<file path="src/rtl/keypad_pkg.sv">
// Shared types and constants for the 4x4 keypad scanner.
package keypad_pkg;
  localparam int KEY_ROWS   = 4;
  localparam int KEY_COLS   = 4;
  localparam int KEY_CODE_W = 4;

  typedef enum logic [1:0] {IDLE, DEBOUNCE, PRESSED, RELEASE} kp_state_e;

  function automatic logic [4:0] popcount16(input logic [15:0] v);
    logic [4:0] n;
    n = '0;
    for (int i = 0; i < 16; i++) n = n + 5'(v[i]);
    return n;
  endfunction
endpackage

</file>
<file path="src/rtl/sync_2ff.sv">
// Two-flop synchronizer; resets to all ones so idle pulled-up lines read as released.
module sync_2ff #(
  parameter int WIDTH = 4
) (
  input  logic             clk,
  input  logic             rst_n,
  input  logic [WIDTH-1:0] d,
  output logic [WIDTH-1:0] q
);
  logic [WIDTH-1:0] meta;

  always_ff @(posedge clk or negedge rst_n) begin
    if (!rst_n) begin
      meta <= '1;
      q    <= '1;
    end else begin
      meta <= d;
      q    <= meta;
    end
  end
endmodule

</file>
<file path="src/rtl/keypad_scanner.sv">
// 4x4 matrix keypad scanner: one-cold column drive, per-scan snapshot, debounced press/release.
//   state    | meaning
//   IDLE     | no key accepted; waiting for a scan with exactly one key
//   DEBOUNCE | candidate key seen on consecutive scans, counting toward acceptance
//   PRESSED  | key accepted and held; waiting for it to disappear
//   RELEASE  | candidate absent, counting clean scans before declaring release
module keypad_scanner
  import keypad_pkg::*;
#(
  parameter int SCAN_DIV       = 1000,
  parameter int DEBOUNCE_SCANS = 4
) (
  input  logic                  clk,
  input  logic                  rst_n,
  input  logic [KEY_ROWS-1:0]   row_n,
  output logic [KEY_COLS-1:0]   col_n,
  output logic                  key_valid,
  output logic [KEY_CODE_W-1:0] key_code,
  output logic                  key_held,
  output logic                  multi_key
);
  localparam int DW = (SCAN_DIV > 1) ? $clog2(SCAN_DIV) : 1;
  localparam int CW = (DEBOUNCE_SCANS > 0) ? $clog2(DEBOUNCE_SCANS + 1) : 1;
  localparam logic [DW-1:0] DIV_LAST = DW'(SCAN_DIV - 1);
  localparam logic [CW-1:0] DS_C     = CW'(DEBOUNCE_SCANS);

  logic [KEY_ROWS-1:0]   row_s;
  logic [DW-1:0]         dwell;
  logic [1:0]            col_idx;
  logic [15:0]           snapshot, snap_now;
  logic                  sample, scan_end, single, cand_hit;
  logic [4:0]            n_keys;
  logic [KEY_CODE_W-1:0] hit_code;

  kp_state_e             state, state_n;
  logic [KEY_CODE_W-1:0] cand, cand_n, key_code_n;
  logic [CW-1:0]         cnt, cnt_n, cnt_inc, rcnt, rcnt_n, rcnt_inc;
  logic                  key_valid_n, key_held_n;

  sync_2ff #(.WIDTH(KEY_ROWS)) u_row_sync (
    .clk   (clk),
    .rst_n (rst_n),
    .d     (row_n),
    .q     (row_s)
  );

  assign col_n    = ~(4'b0001 << col_idx);
  assign sample   = (dwell == DIV_LAST);
  assign scan_end = sample && (col_idx == 2'd3);

  // Snapshot including the column being sampled this cycle, so scan end sees all 16 keys.
  always_comb begin
    snap_now = snapshot;
    if (sample) begin
      for (int r = 0; r < KEY_ROWS; r++) snap_now[r*KEY_COLS + int'(col_idx)] = ~row_s[r];
    end
  end

  always_comb begin
    hit_code = '0;
    for (int i = 0; i < 16; i++) if (snap_now[i]) hit_code = KEY_CODE_W'(i);
  end

  assign n_keys   = popcount16(snap_now);
  assign single   = (n_keys == 5'd1);
  assign cand_hit = snap_now[cand];
  assign cnt_inc  = (cnt == DS_C) ? cnt : cnt + 1'b1;
  assign rcnt_inc = (rcnt == DS_C) ? rcnt : rcnt + 1'b1;

  always_ff @(posedge clk or negedge rst_n) begin
    if (!rst_n) begin
      dwell     <= '0;
      col_idx   <= '0;
      snapshot  <= '0;
      multi_key <= 1'b0;
    end else if (sample) begin
      dwell    <= '0;
      col_idx  <= col_idx + 2'd1;
      snapshot <= snap_now;
      if (scan_end) multi_key <= (n_keys >= 5'd2);
    end else begin
      dwell <= dwell + 1'b1;
    end
  end

  always_ff @(posedge clk or negedge rst_n) begin
    if (!rst_n) begin
      state     <= IDLE;
      cand      <= '0;
      cnt       <= '0;
      rcnt      <= '0;
      key_valid <= 1'b0;
      key_code  <= '0;
      key_held  <= 1'b0;
    end else begin
      state     <= state_n;
      cand      <= cand_n;
      cnt       <= cnt_n;
      rcnt      <= rcnt_n;
      key_valid <= key_valid_n;
      key_code  <= key_code_n;
      key_held  <= key_held_n;
    end
  end

  always_comb begin
    state_n     = state;
    cand_n      = cand;
    cnt_n       = cnt;
    rcnt_n      = rcnt;
    key_valid_n = 1'b0;
    key_code_n  = key_code;
    key_held_n  = key_held;
    if (scan_end) begin
      unique case (state)
        IDLE: begin
          if (single) begin
            cand_n = hit_code;
            if (DEBOUNCE_SCANS <= 1) begin
              key_valid_n = 1'b1;
              key_code_n  = hit_code;
              key_held_n  = 1'b1;
              cnt_n       = '0;
              state_n     = PRESSED;
            end else begin
              cnt_n   = CW'(1);
              state_n = DEBOUNCE;
            end
          end
        end
        DEBOUNCE: begin
          if (single && hit_code == cand) begin
            if (cnt_inc >= DS_C) begin
              key_valid_n = 1'b1;
              key_code_n  = cand;
              key_held_n  = 1'b1;
              cnt_n       = '0;
              state_n     = PRESSED;
            end else begin
              cnt_n = cnt_inc;
            end
          end else begin
            cnt_n   = '0;
            state_n = IDLE;
          end
        end
        PRESSED: begin
          if (!cand_hit) begin
            if (DEBOUNCE_SCANS <= 1) begin
              key_held_n = 1'b0;
              rcnt_n     = '0;
              state_n    = IDLE;
            end else begin
              rcnt_n  = CW'(1);
              state_n = RELEASE;
            end
          end
        end
        RELEASE: begin
          if (cand_hit) begin
            rcnt_n  = '0;
            state_n = PRESSED;
          end else if (rcnt_inc >= DS_C) begin
            key_held_n = 1'b0;
            rcnt_n     = '0;
            state_n    = IDLE;
          end else begin
            rcnt_n = rcnt_inc;
          end
        end
        default: state_n = IDLE;
      endcase
    end
  end
endmodule

</file>
<file path="config.mk">
export PLATFORM = sky130hd
export DESIGN_NAME = keypad_scanner
export DESIGN_NICKNAME = d
export VERILOG_FILES = /design/src/rtl/keypad_pkg.sv /design/src/rtl/sync_2ff.sv /design/src/rtl/keypad_scanner.sv
export SDC_FILE = /design/constraint.sdc
export NUM_CORES = 1
export LEC_CHECK = 0
export ABC_AREA = 1
export CELL_PAD_IN_SITES_DETAIL_PLACEMENT = 2
export CELL_PAD_IN_SITES_GLOBAL_PLACEMENT = 2
export CORE_AREA = 4 4 99 101
export CTS_CLUSTER_SIZE = 8
export DETAILED_ROUTE_END_ITERATION = 16
export DIE_AREA = 0 0 103 105
export PLACE_DENSITY = 0.83
export SYNTH_ARGS = -nofsm -noshare
export SYNTH_HDL_FRONTEND = slang
export SYNTH_SLANG_ARGS = --single-unit
export TNS_END_PERCENT = 10
</file>
<file path="constraint.sdc">
create_clock -name clk -period 7.8 [get_ports clk]
set_input_delay 1.17 -clock clk [delete_from_list [all_inputs] [get_ports clk]]
set_output_delay 1.17 -clock clk [all_outputs]
set_load 0.005 [all_outputs]
</file>
Word level (Yosys, flattened, before mapping)

Cells that the tools add are included.

Output and inout bits: 11
Memories: 0
Bits in latches: 0
Input bits: 6
Bits in read-only memories: 0
Memory bits (writable): 0
Register bits after elaboration: 55
Logic and storage cells: 144

Multipliers: 0
Divide/modulo/power cells: 0
Magnitude comparators: 12
Shift operators: 1
Bitwise logic cells: 5
Reduce and logical (&&, ||, !) cells: 17
Muxes and demuxes: 57
Eq/ne operators: 17
$add $sub $neg: 22

Operators by type and width:

| operator              | number |
|---|---|
| $bwmux 16             | 4 |
| $add 5x1->5           | 11 |
| $mux 4                | 13 |
| $mux 3                | 8 |
| $mux 16               | 1 |
| $mux 1                | 14 |
| $mux 2                | 7 |
| $demux 1 s4           | 3 |
| $ne 2x2->1 const B    | 6 |
| $pmux 3 s2            | 2 |
| $add 10x1->10 const B | 1 |
| $add 4x2->5 const A   | 2 |
| $eq 10x10->1 const B  | 1 |
| $ge 5x1->1 const B    | 2 |
| $lt 4x5->1 const B    | 2 |
| $lt 5x5->1 const B    | 2 |
| $mux 10               | 1 |
| $reduce_and 3->1      | 3 |
| $pmux 2 s4            | 1 |
| $add 3x1->3 const B   | 2 |
| $eq 2x2->1 const B    | 3 |
| $eq 3x3->1 const B    | 2 |
| $ge 3x3->1 const B    | 2 |
| $logic_and 1x1->1     | 6 |
| other kinds (26)      | 32 |

Longest topological paths before layout

Depth in word-level cells: 29
Mapped depth: 32
Depth with buffers taken out: 31

Cells and area by module

A second synthesis with hierarchy kept.

Cell total of the unflattened synthesis: 398
Area, all modules: 3288.2 µm²

By module, submodules not included:

| module         | instances | cells each | seq. area each (µm²) | area each (µm²) |
|---|---|---|---|---|
| keypad_scanner | 1         | 390        | 1176.1               | 3078.0 |
| sync_2ff       | 1         | 8          | 210.2                | 210.2 |

Least setup slack after synthesis

OpenSTA, ideal clock, no wires.

Path kind: reg2reg
From: reg dwell[0]
To: reg key_code[0]
Path slack: 2.408 ns
Data arrival time: 5.267 ns
Period minus slack after synthesis: 5.392 ns
Stages on the path, launching flop included: 31
Cells stage by stage: dfrtp_1 ha_1 nand2_2 nor2_4 nand3_2 buf_6 clkinv_2 nand2_4 nand2_1 o21ai_2 inv_1 fa_1 inv_1 fa_1 fa_1 inv_1 fa_1 ha_1 fa_1 nand2_1 inv_1 o21ai_0 nand4_1 inv_1 nand3_2 nor2_2 nand3_2 a21oi_4 nand4_4 nand2_1 o21ai_1

Elaborated cells between the ends (all ways): 37
Classes of those cells: add/sub (15); eq/ne (3); mux (16); reduce/logical (3)

RTL lines:

| element                                                    | RTL line                                    | RTL |
|---|---|---|
| start, declared                                            | keypad_scanner.sv:28                        | `logic [DW-1:0] dwell;` |
| start signal, assigned                                     | keypad_scanner.sv:82                        | `dwell <= dwell + 1'b1;` |
| $eq 10x10->1 (*)                                           | keypad_scanner.sv:48                        | `assign sample = (dwell == DIV_LAST);` |
| $mux 16 (*)                                                | keypad_scanner.sv:54                        | `if (sample) begin` |
| net snap_now[9]                                            | keypad_scanner.sv:30                        | `logic [15:0] snapshot, snap_now;` |
| $add 5x1->5 / $mux 4 (equally long branches) (7 in series) | keypad_pkg.sv:12, keypad_scanner.sv:61      |  |
| $eq 5x1->1 / $eq 4x4->1 (equally long branches)            | keypad_scanner.sv:65, keypad_scanner.sv:132 |  |
| $logic_and 1x1->1 (*)                                      | keypad_scanner.sv:132                       | `if (single && hit_code == cand) begin` |
| $reduce_and 4->1 (no line) (*)                             | -                                           |  |
| end signal, assigned                                       | keypad_scanner.sv:101                       | `key_code <= key_code_n;` |
| end, declared                                              | keypad_scanner.sv:18                        | `output logic [KEY_CODE_W-1:0] key_code,` |

The timed path passes the listed nets; every way through them passes the cells marked *.
A chain may end at the register's enable or synchronous reset.

Worst setup path after layout

From: reg dwell[0]
To: reg key_code[2]

Word-level cells in the longest chain between the ends: 20
Elaborated cells between the ends (all ways): 37
Classes of those cells: add/sub (15); eq/ne (3); mux (16); reduce/logical (3)

RTL lines:

| element                                                     | RTL line |
|---|---|
| $eq 10x10->1 (*)                                            | keypad_scanner.sv:48 |
| $mux 16                                                     | keypad_scanner.sv:54 |
| $add 1x1->2 / $mux 1 (equally long branches)                | keypad_pkg.sv:12, keypad_scanner.sv:61 |
| $add 2x1->3 / $mux 2 (equally long branches)                | keypad_pkg.sv:12, keypad_scanner.sv:61 |
| $add 3x1->4 / $mux 4 (equally long branches)                | keypad_pkg.sv:12, keypad_scanner.sv:61 |
| $add 4x1->5 / $mux 4 (equally long branches)                | keypad_pkg.sv:12, keypad_scanner.sv:61 |
| $add 5x1->5 / $mux 4 (equally long branches) (11 in series) | keypad_pkg.sv:12, keypad_scanner.sv:61 |
| $eq 5x1->1 / $eq 4x4->1 (equally long branches)             | keypad_scanner.sv:65, keypad_scanner.sv:132 |
| $logic_and 1x1->1                                           | keypad_scanner.sv:132 |
| $reduce_and 4->1 (no line) (*)                              | - |

Mark *: on every way between the ends. The rest lies on a longest branch, timed or not.

==> results by group <==
Timing
  – Setup Viol. Count Final: 0
  – Clock Skews: between 0.01 and 0.015 ns
  – Min cycle time layout: 6.39 ns
  – RSZ-0062 raised after global routing: no
  – Rel. slew slack: about 52%
  – Setup TNS: 0 ns
  – Hold WS: 0.350 ns
  – Max Fclk: between 0.15 and 0.2 GHz
  – Final hold viol count: 0
  – Worst Tran Pin Value: just over 0.7 ns
  – Final-report max-slew violation count: 0
  – Tcrit/Tclk final: 82.0%

Run status
  – Status: finished, final reports clean

CTS
  – Total setup buffers inserted after CTS: 0
  – Clock transition at the registers of the reported paths: approximately 0.11 ns
  – Post-CTS sizing: 0
  – Hold-fix buffers, CTS: 0
  – Clock Tree Buf Depth: 2
  – Root buffer cell: clkbuf_8
  – CTS tree: done
  – Num CTS Buffers: 5
  – TritonCTS Sinks: 55
  – H-tree Lvls: 2
  – Clock Latency Late Sink: roughly 0.32 ns

Logic synthesis
  – Synth Warn #: 0
  – Area leader, netlist: dfrtp_1
  – Post-Syn Area: about 3500 µm²
  – Post-synth cell types: between 40 and 50
  – Synth top area share: 33.9%
  – Syn Nets: between 400 and 500
  – Largest cells by area after synthesis: dfrtp_1 34%, inv_1 9.0%, nand2_1 8.8%
  – Seq/Total Area, Yosys: roughly 40%
  – Avg Cell Area, Syn: just over 8 µm²
  – Yosys reg bits: 55
  – Post-Synthesis Cells: about 420

GRT
  – Overflow after GRT: 0
  – Total GRT Usage: between 10% and 20%
  – Initial antenna violation count: 0
  – Vias in the first global route: about 3300
  – First-pass GRT wire length: 16500 µm
  – Largest net degree at the start of global routing: 56

Worst setup path
  – Crit path arrival time: about 6.6 ns
  – Crit start category: flop
  – Worst path max stage delay: 0.54 ns
  – Critical Path Sink: key_code[2]
  – CP required: 8.00 ns
  – R2R depth: 28
  – Worst setup path start: dwell[0]
  – CP Class: flop to flop
  – Reg2Reg Setup Slack: 1.41 ns
  – CP Capture Type: flop
  – RR Startpoint: dwell[0]
  – Crit path max fanout: 11
  – Crit path max-delay cell type: fa_1
  – Reg-to-Reg End: key_code[2]

Pwr
  – PwrDens: roughly 130 nW/µm²
  – Max rail drop VDD: 0.0565 mV
  – P_leak: 2.14 nW

Routing
  – WL per Instance: approximately 17 µm
  – Vias: roughly 2900
  – Vias per inst: slightly above 5
  – DRT Wirelength: between 9000 and 10000 µm
  – Remaining DRCs: 0
  – Drt pass-1 iters: 4
  – Drt first-iter violations: 72
  – DRT antenna net count: 0

Final layout
  – Multi-input logic area: ~1700 µm²
  – Share of post-route cells with drive strength above 1: 14.8%
  – Final core occ: around 43%
  – Layout Nets: between 400 and 500
  – Antenna fix cells: 0
  – Layout area overhead: 11.2%
  – Register cell area after layout: between 1000 and 1500 µm²
  – Fillers: 1013

Hold path
  – HP Class: flop to flop
  – Hold Path Depth: 0

Floorplanning
  – Num ports: 17
  – Core Box Area: approximately 9000 µm²
  – Chip height: approximately 110 µm
  – Row count: 35
  – Initial Util: between 30% and 40%
  – Full die area: roughly 11000 µm²
  – DIE WIDTH: 103 µm

Placed design
  – IO buf count: 16
  – HPWL after DPL: between 7000 and 8000 µm
  – GPL Wtd Cong: 0.825

Run
  – Max-Cap Viols: 0
==> worst min path at each step <==
stage	start	to	slack, ns
global route	u_row_sync.meta[1]	u_row_sync.q[1]	0.35
CTS	u_row_sync.meta[1]	u_row_sync.q[1]	0.35
finish	u_row_sync.meta[1]	u_row_sync.q[1]	0.35
detailed placement	u_row_sync.meta[1]	u_row_sync.q[1]	0.35
global placement	u_row_sync.meta[3]	u_row_sync.q[3]	0.35
floorplan	u_row_sync.meta[0]	u_row_sync.q[0]	0.35
==> layout make-up <==
cell class              instances  share of cell area, %
well taps                     111                   3.61
clock inverters                 1                  0.195
clock buffers                   7                   2.50
multi-input cells             276                   44.7
inverters                      88                   8.64
flip-flops and latches         55                   36.0
repair buffers                 18                   4.42
==> logic make-up after synthesis <==
kind of cell / Yosys count / synth area share (%)
buffers and inverters: 91 / 10.4
DFF: 55 / 40.0
AOI/OAI and AO/OA: 68 / 12.6
adders and majority gates: 24 / 10.6
and+or+nand+nor: 179 / 25.2
xor gates and xnor gates: 5 / 1.26
==> stage by stage <==
step / total power [mW] / worst slack [ns] / instance area, µm² / cells
6_report: 0.483 / 1.41 / 3850 / 556
5_1_grt: 0.503 / 0.782 / 3850 / 556
4_1_cts: 0.490 / 1.39 / 3850 / 556
3_5_place_dp: 0.306 / 1.49 / 3750 / 548
3_3_place_gp: 0.306 / 1.83 / 3750 / 548
2_1_floorplan: 0.296 / 2.41 / 3470 / 422
==> critical path, delay by kind of cell (launching register included) <==
| kind | cells | cell delay, ns |
|---|---|---|
| adders and majority gates | 7 | 2.65 |
| and+or+nand+nor | 11 | 1.78 |
| AOI/OAI and AO/OA | 4 | 0.94 |
| DFF | 1 | 0.39 |
| buffers and inverters | 5 | 0.35 |
| xor gates and xnor gates | 1 | 0.13 |
==> layer usage <==
layer,GRT usage (%),routed length [µm]
met1,23.6,4230
met2,35.5,5080
met3,2.40,167
met4,3.79,99
met5,0,0
==> Yosys cell counts, drive strengths merged <==
cell     n
nand2   92
inv     85
dfrtp   47
nor2    43
o21ai   39
nand3   23
a21oi   19
ha      15
fa       9
dfstp    8
nand4    8
or2      6
nor3     4
and3     3
clkinv   3
xor2     3
buf      2
o211ai   2
o21a     2
o21bai   2
xnor2    2
a211oi   1
a31oi    1
clkbuf   1
o221ai   1
o22ai    1
==> cell usage in the layout (no fill, tap or decap), drive strengths merged, types with 2 or more instances in the layout <==
master         Yosys  routed
a21oi             19      19
and3               3       3
buf                2       3
clkbuf             1       7
clkdlybuf4s50      0      15
clkinv             3       3
dfrtp             47      47
dfstp              8       8
fa                 9       9
ha                15      15
inv               85      85
nand2             92      92
nand3             23      23
nand4              8       8
nor2              43      43
nor3               4       4
o211ai             2       2
o21a               2       2
o21ai             39      39
o21bai             2       2
or2                6       6
xnor2              2       2
xor2               3       3
==> state kept, by name, indices dropped and copies added, names as in the netlist <==
signal / count
snapshot: 16
dwell: 10
cand: 4
key_code: 4
u_row_sync.meta: 4
u_row_sync.q: 4
cnt: 3
rcnt: 3
col_idx: 2
state: 2
key_held: 1
key_valid: 1
multi_key: 1
==> where the power goes <==
group	switching [mW]	internal (mW)	total, mW
Clock	0.102	0.0812	0.183
Sequential	0.00141	0.289	0.290
Combinational	0.00722	0.00239	0.00961
Power figures use the tool's default switching activity.
